--- config.mk ---
export PLATFORM = sky130hd
export DESIGN_NAME = moore_seq_detector
export DESIGN_NICKNAME = d
export VERILOG_FILES = /design/src/rtl/moore_seq_detector.sv
export SDC_FILE = /design/constraint.sdc
export NUM_CORES = 1
export LEC_CHECK = 0
export ABC_AREA = 1
export CAP_MARGIN = 20
export CORE_AREA = 2 2 39 41
export CTS_CLUSTER_DIAMETER = 50
export DETAILED_ROUTE_END_ITERATION = 10
export DIE_AREA = 0 0 41 43
export GPL_TIMING_DRIVEN = 0
export SLEW_MARGIN = 25
export SYNTH_ARGS = -nofsm -noshare
export SYNTH_HDL_FRONTEND = slang
export SYNTH_SLANG_ARGS = --single-unit
--- constraint.sdc ---
create_clock -name clk -period 2.8 [get_ports clk]
set_clock_uncertainty 0.05 [all_clocks]
set_input_delay 0.28 -clock clk [delete_from_list [all_inputs] [get_ports clk]]
set_output_delay 0.28 -clock clk [all_outputs]
set_load 0.05 [all_outputs]
--- src/rtl/moore_seq_detector.sv ---
// Moore serial pattern detector with KMP-style transitions built at elaboration.
// Optional saturating match counter compiled in with MOORE_SEQ_DETECTOR_COUNT_EN.
module moore_seq_detector #(
  parameter int          SEQ_LEN = 9,
  parameter logic [31:0] SEQ     = 32'b001011110,
  parameter bit          OVERLAP = 1'b1,
  parameter int          COUNT_W = 8
) (
  input  logic               clk,
  input  logic               state_reset_n,
  input  logic               r,
  input  logic               en,
  output logic               out,
  output logic [COUNT_W-1:0] match_count
);

  localparam int             SW   = $clog2(SEQ_LEN + 1);
  localparam logic [SW-1:0]  FULL = SW'(SEQ_LEN);

  // Pattern bit i counted from the first bit received.
  function automatic bit pat(input int i);
    return SEQ[SEQ_LEN-1-i];
  endfunction

  // Longest prefix of SEQ that is a suffix of (prefix[0..s-1], b).
  function automatic int kmp_from(input int s, input bit b);
    int res;
    bit ok;
    bit tb;
    res = 0;
    for (int k = 1; k <= s + 1; k++) begin
      ok = 1'b1;
      for (int j = 0; j < k; j++) begin
        tb = (s + 1 - k + j == s) ? b : pat(s + 1 - k + j);
        if (pat(j) != tb) ok = 1'b0;
      end
      if (ok) res = k;
    end
    return res;
  endfunction

  // Longest proper prefix of SEQ that is also a suffix of SEQ.
  function automatic int lps();
    int res;
    bit ok;
    res = 0;
    for (int k = 1; k < SEQ_LEN; k++) begin
      ok = 1'b1;
      for (int j = 0; j < k; j++)
        if (pat(j) != pat(SEQ_LEN - k + j)) ok = 1'b0;
      if (ok) res = k;
    end
    return res;
  endfunction

  function automatic int next_state(input int s, input bit b);
    if (s >= SEQ_LEN) return kmp_from(OVERLAP ? lps() : 0, b);
    return kmp_from(s, b);
  endfunction

  logic [SEQ_LEN:0][SW-1:0] tbl0, tbl1;

  for (genvar g = 0; g <= SEQ_LEN; g++) begin : g_tbl
    localparam int N0 = next_state(g, 1'b0);
    localparam int N1 = next_state(g, 1'b1);
    assign tbl0[g] = N0[SW-1:0];
    assign tbl1[g] = N1[SW-1:0];
  end

  logic [SW-1:0] s_q, s_d;

  always_comb begin
    s_d = s_q;
    if (int'(s_q) > SEQ_LEN) s_d = '0;
    else if (en)             s_d = r ? tbl1[s_q] : tbl0[s_q];
  end

  always_ff @(posedge clk or negedge state_reset_n) begin
    if (!state_reset_n) s_q <= '0;
    else                s_q <= s_d;
  end

  assign out = (s_q == FULL);

`ifdef MOORE_SEQ_DETECTOR_COUNT_EN
  logic [COUNT_W-1:0] cnt_q, cnt_d;

  always_comb begin
    cnt_d = cnt_q;
    if (en && (s_d == FULL) && (cnt_q != '1)) cnt_d = cnt_q + COUNT_W'(1);
  end

  always_ff @(posedge clk or negedge state_reset_n) begin
    if (!state_reset_n) cnt_q <= '0;
    else                cnt_q <= cnt_d;
  end

  assign match_count = cnt_q;
`else
  assign match_count = '0;
`endif

endmodule

==> impl_metrics.yaml <==
setup_path:
  start_kind: "flop"
  critPathKind: "flop to output port"
  critPathRequiredTime_ns: 2.47
  crit_path_start: "s_q[1]$_DFFE_PN0P_"
  critPathCaptureType: "output port"
  critical_path.max_fanout: 5
  r2r-start: "s_q[0]$_DFFE_PN0P_"
  crit_arrival_ns: 1.96
floorplan:
  core.rowCount: 14
  die_area_um2: 1760
  die-height_um: 43
  core_region_area_um2: 1380
  die_w_um: 41
  top_level_ports: 13
  start_util_pct: 34.6
placement:
  place_area_um2: 556
  portBuffers: 3
  dpl_worst_slack_ns: 0.734
  gp_congestion: 0.806
  dp_hpwl_um: 685
timing:
  grt_setup_unrepaired: "false"
  fmax_ghz: 0.436
  holdWs_ns: 0.194
  slew_violations: 0
  setup_viol: 0
  hold_viol: 0
  fin_crit_sh_pct: 81.9
  period_needed_ns: 2.29
  setup_tns_ns: 0
  setup_slack_ns: 0.506
routing:
  wl_met2_um: 439
  vias: 440
  route.detailed.drc: 0
  firstDrtPassIters: 4
  via_per_inst: 4.40
  wl_met1_um: 368
  top_layer: "met3"
  drt-wirelength-per-cell_um: 8.42
  route.met3.wl_um: 35
  drtAntennaViolNets: 0
  wl_um: 842
  first_iter_violations: 12
cells_and_area:
  final_cell_mix: "15 x nand2_1, 9 x inv_1, 9 x buf_4"
  drive_gt1_share_pct: 22.6
  syn_to_final_growth_pct: 20.6
  largest-register: "s_q"
  antenna_cells: 0
  final_nets: 96
  fin_area_um2: 578
  largest_reg_flops: 4
  final_common_cell: "nand2_1"
  reg_top3: "s_q x4"
global_routing:
  grt_pass1_wl_mm: 1.65
  grt_usage_pct: 13.8
  globalRouteOverflowTotal: 0
  grt_max_degree: 10
  grt_pass1_vias: 421
  antenna_found_initial: 0
logic_synthesis:
  yosys.area.top_type: "dfrtp_1"
  avgSynthCellArea_um2: 6.75
  ys_warn_count: 0
  synth_top_area_share_pct: 20.9
  synth_cell_types: 18
  synth-seq-area-share_pct: 20.9
  ys_ff_latch: 4
  synth_area_um2: 479
  syn_inst: 71
  synth_area_leaders: "dfrtp_1 21%, ha_1 16%, buf_4 14%, nand2_1 12%, nand3_1 7.3%"
clock_tree:
  cts_buffer_depth: 2
  root_buffer: "clkbuf_4"
  clkLatencyLatePin_ns: 0.23
  cts.sinks: 4
  cts.repair.resized: 0
  h-tree-depth: 1
  tritoncts: "built"
  holdBufCountCts: 0
  path_clk_slew_ns: 0.04
  post_cts_buffers: 0
  cts_buffers: 3
power_and_ir_drop:
  p_leak_uw: 0.000326
  p_total_uw: 419
  ir_worst_vdd_v: 0.000356
  p_per_area_nw_per_um2: 725
worst_hold_path:
  hold_class: "primary input to asynchronous set/reset pin"
status:
  status: "complete, no violations"
job:
  max_cap_violations: 0
layout make-up:
cell class,count,area [um2]
Multi-Input combinational cell,55,300
Inverter,10,37.5
Fill cell,162,806
Timing Repair Buffer,3,30.0
Clock buffer,3,22.5
Buffer,9,67.6
Sequential cell,4,100
Tap cell,16,20.0
cell usage after synthesis:
cell and n:
a21oi_2 1, inv_1 9, nand2_1 15, o21ai_0 3, dfrtp_1 4, nor3_1 1
inv_2 1, buf_4 9, o21ai_1 2, o211ai_1 1, nor2_1 5, a21oi_1 1
o21ai_2 1, nor2_2 1, conb_1 1, nand2_2 3, ha_1 6, nand3_1 7
report_power, final:
| group | switching (uW) | internal [uW] |
|---|---|---|
| Clock | 20.5 | 47.7 |
| Combinational | 148 | 84.6 |
| Sequential | 39.6 | 78.7 |
| Total | 208 | 211 |
path summary, 6_finish.rpt:
kind,end,slack (ns),cells after the start
setup reg to reg,s_q[1]$_DFFE_PN0P_,1.38,6
setup / recovery,out,0.51,5
hold / removal,s_q[1]$_DFFE_PN0P_,0.19,1
hold reg to reg,s_q[1]$_DFFE_PN0P_,0.57,2
min in group clk,s_q[2]$_DFFE_PN0P_,0.37,4
max in group asynchronous,s_q[2]$_DFFE_PN0P_,2.35,1
critical path: stages, from the launching register on:
cell,delay [ns]
dfrtp_1,0.43
inv_1,0.15
ha_1,0.16
inv_1,0.05
nor3_1,0.13
clkdlybuf4s50_1,0.82
kinds of logic (layout without fill, tap and decap cells):
family | after synthesis | in the layout | synth area share [%]
flip-flops | 4 | 4 | 20.9
AND/OR/NAND/NOR | 32 | 32 | 29.2
buffers and inverters | 19 | 25 | 21.9
AO/OA/AOI/OAI | 9 | 9 | 11.5
other | 1 | 8 | 0.783
adder cells (fa/ha/maj) | 6 | 6 | 15.7
per-layer routing:
layer / track usage, % / vias up
li1: - / 233
met1: 19.0 / 195
met2: 18.4 / 12
met3: 3.14 / 0
met4: 9.33 / 0
met5: 0 / -
per-stage QoR:
step                utilization, %  instances
floorplan                        -         78
global placement              40.1         97
detailed placement            40.1         97
CTS                           41.8        100
global route                  41.8        100
finish                        41.8        100
(Power assumes the default switching activity.)
